==> config.mk <==
export PLATFORM = sky130hd
export DESIGN_NAME = pipe_ifid_queue
export DESIGN_NICKNAME = d
export VERILOG_FILES = /design/src/rtl/pipe_ifid_queue.sv
export SDC_FILE = /design/constraint.sdc
export NUM_CORES = 1
export LEC_CHECK = 0
export BUFFER_PORTS_ARGS = -buffer_cell sky130_fd_sc_hd__clkbuf_2
export CAP_MARGIN = 10
export CORE_ASPECT_RATIO = 0.7
export CORE_UTILIZATION = 52
export DETAILED_ROUTE_END_ITERATION = 7
export HOLD_SLACK_MARGIN = 0.1
export PLACE_DENSITY = 0.79
export SLEW_MARGIN = 20
export SYNTH_ARGS = -nofsm -noshare
export SYNTH_HDL_FRONTEND = slang
export SYNTH_SLANG_ARGS = --single-unit
==> constraint.sdc <==
create_clock -name clock -period 7 [get_ports clock]
set_clock_uncertainty 0.1 [all_clocks]
set_input_delay 0.7 -clock clock [delete_from_list [all_inputs] [get_ports clock]]
set_output_delay 0.7 -clock clock [all_outputs]
set_load 0.05 [all_outputs]
==> src/rtl/pipe_ifid_queue.sv <==
// IF->ID decoupling FIFO of {pc4, inst}; a push at edge N is visible at the head after edge N, with no bypass.
// Backpressure: if_ready = !full comes only from the registered count. flush empties the queue in one cycle.
module pipe_ifid_queue #(
  parameter int          DEPTH = 2,
  parameter int          AW    = 1,
  parameter logic [31:0] NOP   = 32'h00000000
) (
  input  logic          clock,
  input  logic          resetn,
  input  logic          if_valid,
  input  logic [31:0]   if_pc4,
  input  logic [31:0]   if_inst,
  output logic          if_ready,
  input  logic          id_ready,
  input  logic          flush,
  output logic          id_valid,
  output logic [31:0]   dpc4,
  output logic [31:0]   dinst,
  output logic [AW:0]   count
);

  localparam logic [AW:0] FULL_CNT = (AW + 1)'(DEPTH);

  logic [63:0]   mem [DEPTH];
  logic [AW-1:0] wr_ptr;
  logic [AW-1:0] rd_ptr;
  logic          push;
  logic          pop;
  logic [63:0]   head;

  assign if_ready = (count != FULL_CNT);
  assign id_valid = (count != '0);
  assign push     = if_valid & if_ready & ~flush;
  assign pop      = id_valid & id_ready & ~flush;

  assign head  = mem[rd_ptr];
  assign dpc4  = id_valid ? head[63:32] : 32'h0;
  assign dinst = id_valid ? head[31:0]  : NOP;

  // Storage carries no reset; only the pointers and count define validity.
  always_ff @(posedge clock) begin
    if (push) begin
      mem[wr_ptr] <= {if_pc4, if_inst};
    end
  end

  always_ff @(posedge clock or negedge resetn) begin
    if (!resetn) begin
      wr_ptr <= '0;
      rd_ptr <= '0;
      count  <= '0;
    end else if (flush) begin
      rd_ptr <= wr_ptr;
      count  <= '0;
    end else begin
      if (push) begin
        wr_ptr <= wr_ptr + AW'(1);
      end
      if (pop) begin
        rd_ptr <= rd_ptr + AW'(1);
      end
      if (push && !pop) begin
        count <= count + (AW + 1)'(1);
      end else if (pop && !push) begin
        count <= count - (AW + 1)'(1);
      end
    end
  end

endmodule
Word-level counts from Yosys, hierarchy flattened --
Memories as Yosys holds them, arrays and structs flattened. Index checks and enable logic that the tools add are counted. W data, S select, Z words.
Word-level totals: bits in writable memories 128, input port bits 69, register bits 4, output and inout port bits 68, memories kept 1, word-level logic and storage cells 31
Memories:
- mem | words 2, width 64, rd ports 1, clocked after Yosys merged registers in 0, wr ports 1, RTL line 24 | logic [63:0] mem [DEPTH];
Cells by class: eq/ne operators 1, bitwise gates (word level) 5, add/sub/neg operators 4, reductions and logical operators 8, muxes and demuxes 9
Operators by type and width (count):
- $mux W32 | 2
- $mux W2 | 3
- $and A1 B1 Y1 | 4
- $mux W1 | 4
- $reduce_bool A2 Y1 | 2
- $reduce_bool A3 Y1 | 1
- $add A1 B1 Y1 const B | 2
- $add A2 B1 Y2 const B | 1
- $logic_and A1 B1 Y1 | 2
- $logic_not A1 Y1 | 2
- $ne A2 B2 Y1 const B | 1
- $reduce_and A2 Y1 | 1
- $sub A2 B1 Y2 const B | 1
- $not A1 Y1 | 1

Depth between registers and ports, before layout --
word-level depth 8, depth in mapped cells 4, gate-level depth less buffers 3

Worst setup path before layout --
No wires, ideal clock.
path kind register to register, from register count[0], to memory mem[0][0], enable pin, path buffers 0, period minus slack after synthesis 4737 ps, setup time 487 ps, data arrival time 4150 ps, cell stages (with the launch flop) 4, data required time 6413 ps, slack 2263 ps, cell sequence dfrtp_1 > nand2b_1 > nand3b_1 > nor2_1
Between the ends: word-level cells in the longest chain between the ends 5
RTL lines:
- start: declaration | RTL line 19 | output logic [AW:0] count
- start signal: assignment | RTL line 63 | count <= count + (AW + 1)'(1);
- start signal: assignment | RTL line 65 | count <= count - (AW + 1)'(1);
- $ne A2 B2 Y1 | RTL line 31 | assign if_ready = (count != FULL_CNT);
- net if_ready | RTL line 13 | output logic if_ready,
- $and A1 B1 Y1 (2 in series) | RTL line 33 | assign push = if_valid & if_ready & ~flush;
- $mux W1 | RTL line 42 | if (push) begin
- $mux W1 (not written as such) | RTL line 43 | mem[wr_ptr] <= {if_pc4, if_inst};
- end: declaration | RTL line 24
The timed path passes the listed nets, and every way through them passes these cells.

Worst setup path in the final report --
from register rd_ptr, to output port dpc4[10]
Between the ends: word-level cells in the longest chain between the ends 2
RTL lines:
- start: declaration | RTL line 26 | logic [AW-1:0] rd_ptr;
- start signal: assignment | RTL line 53 | rd_ptr <= wr_ptr;
- start signal: assignment | RTL line 60 | rd_ptr <= rd_ptr + AW'(1);
- $mem_v2 Z2 W64
- $mux W32 | RTL line 37 | assign dpc4 = id_valid ? head[63:32] : 32'h0;
- end: declaration | RTL line 17 | output logic [31:0] dpc4,
Every way passes these cells.

==> qor.txt <==
outcome = finished clean
ys async rst share = 0.03030
CP Capture Type = output port
Worst Path Max Fanout = 38
Post-Synthesis Cells = 296
endpoints failing setup = 0
largest net degree at the start of global routing = 66
multi-input logic area = 1025 sq um
vias = 2947
Die W = 119.9 um
worst endpoint required time = 6.20 ns
routability congestion estimate = 0.7643
# diodes = 0
synthesized flop and latch total = 132
crit path from = rd_ptr
Arr. time, crit path = 2.15 ns
most common cell in the netlist = edfxtp_1
P&R area growth vs syn = 26.65%
initial antenna violation count = 0
internal cell power = 1.653 mW
clock root buffer master = clkbuf_16
setup TNS = 0 ns
final hold violation count = 0
synth unique cells = 21
DR WL/cell = 15.75 um
Worst IR Drop VDD = 277.8 uV
CTS buffer count = 17
most frequent cells after synthesis = edfxtp_1, nor2_1, mux2i_1
H-Tree Depth = 4
Critical R2R Launch = count[0]
max-cap viol count = 0
Power Density = 372.7 nW/um^2
Seq/Total Area, Yosys = 0.7800
final period utilization = 0.4212
Mapped Nets = 365
hpwl dp = 5.589 mm
R2R setup slack = 4.59 ns
slew margin rel. = 0.4887
FILL cells = 639
vias in the first global route = 2729
Routed Antenna Nets = 0
Critical Path Start Type = flip-flop
fin. max-slew vios = 0
sequential power share = 0.429
die extent in y = 84.50 um
largest cells by area after synthesis = edfxtp_1, mux2i_1, nor2_1, dfrtp_1, buf_6
io pins = 137
drt first pass iters = 4
top achievable clock speed = 339.2 MHz
post-synth top area cell = edfxtp_1
global route overflow = 0
HP Class = input port to flip-flop
Port Buffers = 136
GRT Total Usage = 0.1871
first-pass GRT wire length = 13.64 mm
Clk pwr share = 0.334
worst-margin pin slew = 0.7670 ns
average cell area after synthesis = 17.08 sq um
Switching Fraction = 0.3072
Iter 0 DRT Violations = 163
Post-route DRC = 0
FF-to-FF path depth = 4
worst setup path end = dpc4[10]
Skew-Pair Late Insertion Delay = 0.40 ns
CTS Buffer Depth = 2
detailed-route vias per instance = 5.107
die area = 10130 sq um
nets = 511
Core Util, Final = 0.6921
Initial Utilization = 0.5465
share of post-route cells with drive strength above 1 = 0.3642
hold_ws = 0.3837 ns
Cell Area, Synth = 5056 sq um
Sw Pwr = 733.1 uW
clock-pin slew on the worst setup and hold paths = 0.05 ns
critical path type = flip-flop to output port
final wirelength = 9.088 mm
hold_sp = if_pc4[23]
RSZ-0062 raised after global routing = false
Yosys top cell area share = 0.7602
FF+latch area = 3948 sq um
RR Endpoint = mem[1][16]
TritonCTS clock tree = built
# rows = 29
Comb power frac = 0.237
YS warnings = 0
Core ar. = 9253 sq um
total clock sinks = 132
Period minus WS final = 2.949 ns
dominant synthesized flop cell = edfxtp_1
Post-synth EDFFs = 128
leakage = 2.594 nW
[layer usage]
layer	wire [um]	vias up	part of all wire	GRT usage
li1	-	1390	-	-
met1	3988	1420	0.44	0.2410
met2	4333	124	0.48	0.2880
met3	652	13	0.072	0.06726
met4	113	0	0.012	0.08409
met5	0	-	0	0
[cells by family (layout without fill, tap and decap cells)]
group / after synthesis / count (layout) / share of synthesized area
DFF: 132 / 132 / 0.7800
and+or+nand+nor: 75 / 75 / 0.05964
muxes: 65 / 65 / 0.1287
buffers and inverters: 16 / 173 / 0.02177
AOI/OAI and AO/OA: 6 / 6 / 0.006434
xor gates and xnor gates: 2 / 2 / 0.003465
[cell usage in the layout, fill, tap and decap left out, drive strengths merged]
master,instances
or2,1
o21ai,2
nand2,1
nand2b,2
clkinv,8
dlygate4sd3,1
xnor2,1
nand3,1
a21o,1
nand3b,2
nor2,67
mux2i,65
edfxtp,128
nor3b,1
clkbuf,156
dfrtp,4
xor2,1
inv,2
bufinv,2
a21oi,3
buf,4
[worst max-delay path, stage by stage, from the launching register on]
cell and delay [ns]:
dfrtp_4 0.75, buf_16 0.31, mux2i_1 0.27, nor2_1 0.08, clkbuf_2 0.27
[layout make-up]
type	instances	share of cell area
sequential	132	0.6165
multi-input combinational	148	0.1600
timing repair buffer	141	0.1157
clock buffer	20	0.06819
tap	124	0.02423
clock inverter	10	0.01426
inverter	2	0.001172
[power groups by stage]
stage / combinational [mW] / clock (mW) / sequential, mW
finish: 0.565 / 0.796 / 1.02
CTS: 0.519 / 0.806 / 1.07
global route: 0.599 / 0.839 / 1.03
global placement: 0.510 / 0 / 1.08
floorplan: 0.476 / 0 / 1.01
detailed placement: 0.517 / 0 / 1.08
[how the worst min path moves through the flow]
| stage | depth (start not counted) | slack (ns) | end |
|---|---|---|---|
| finish | 1 | 0.38 | mem[1][55] |
| global route | 1 | 0.37 | mem[0][32] |
| CTS | 1 | 0.37 | mem[1][55] |
| detailed placement | 1 | 0.42 | wr_ptr |
| global placement | 1 | 0.41 | wr_ptr |
| floorplan | 0 | 0.30 | count[0] |
[registers in the layout, summed over array words and instances (netlist names)]
register and count:
rd_ptr 1, mem 128, wr_ptr 1, count 2
[what timing repair did]
item | in CTS | in global routing
buffers inserted | 0 | 0
hold buffers | 1 | 0
hold endpoints to repair | 4 | 0
gates resized for setup | 0 | 0
[stage by stage]
stage	instances	power [mW]	setup slack, ns	instance area (sq um)
finish	577	2.386	4.051	6404
global route	577	2.471	3.939	6404
CTS	576	2.395	3.837	6376
detailed placement	545	1.601	4.303	5838
global placement	545	1.590	4.312	5838
floorplan	296	1.483	2.263	5056
Power figures use the tool's default switching activity.
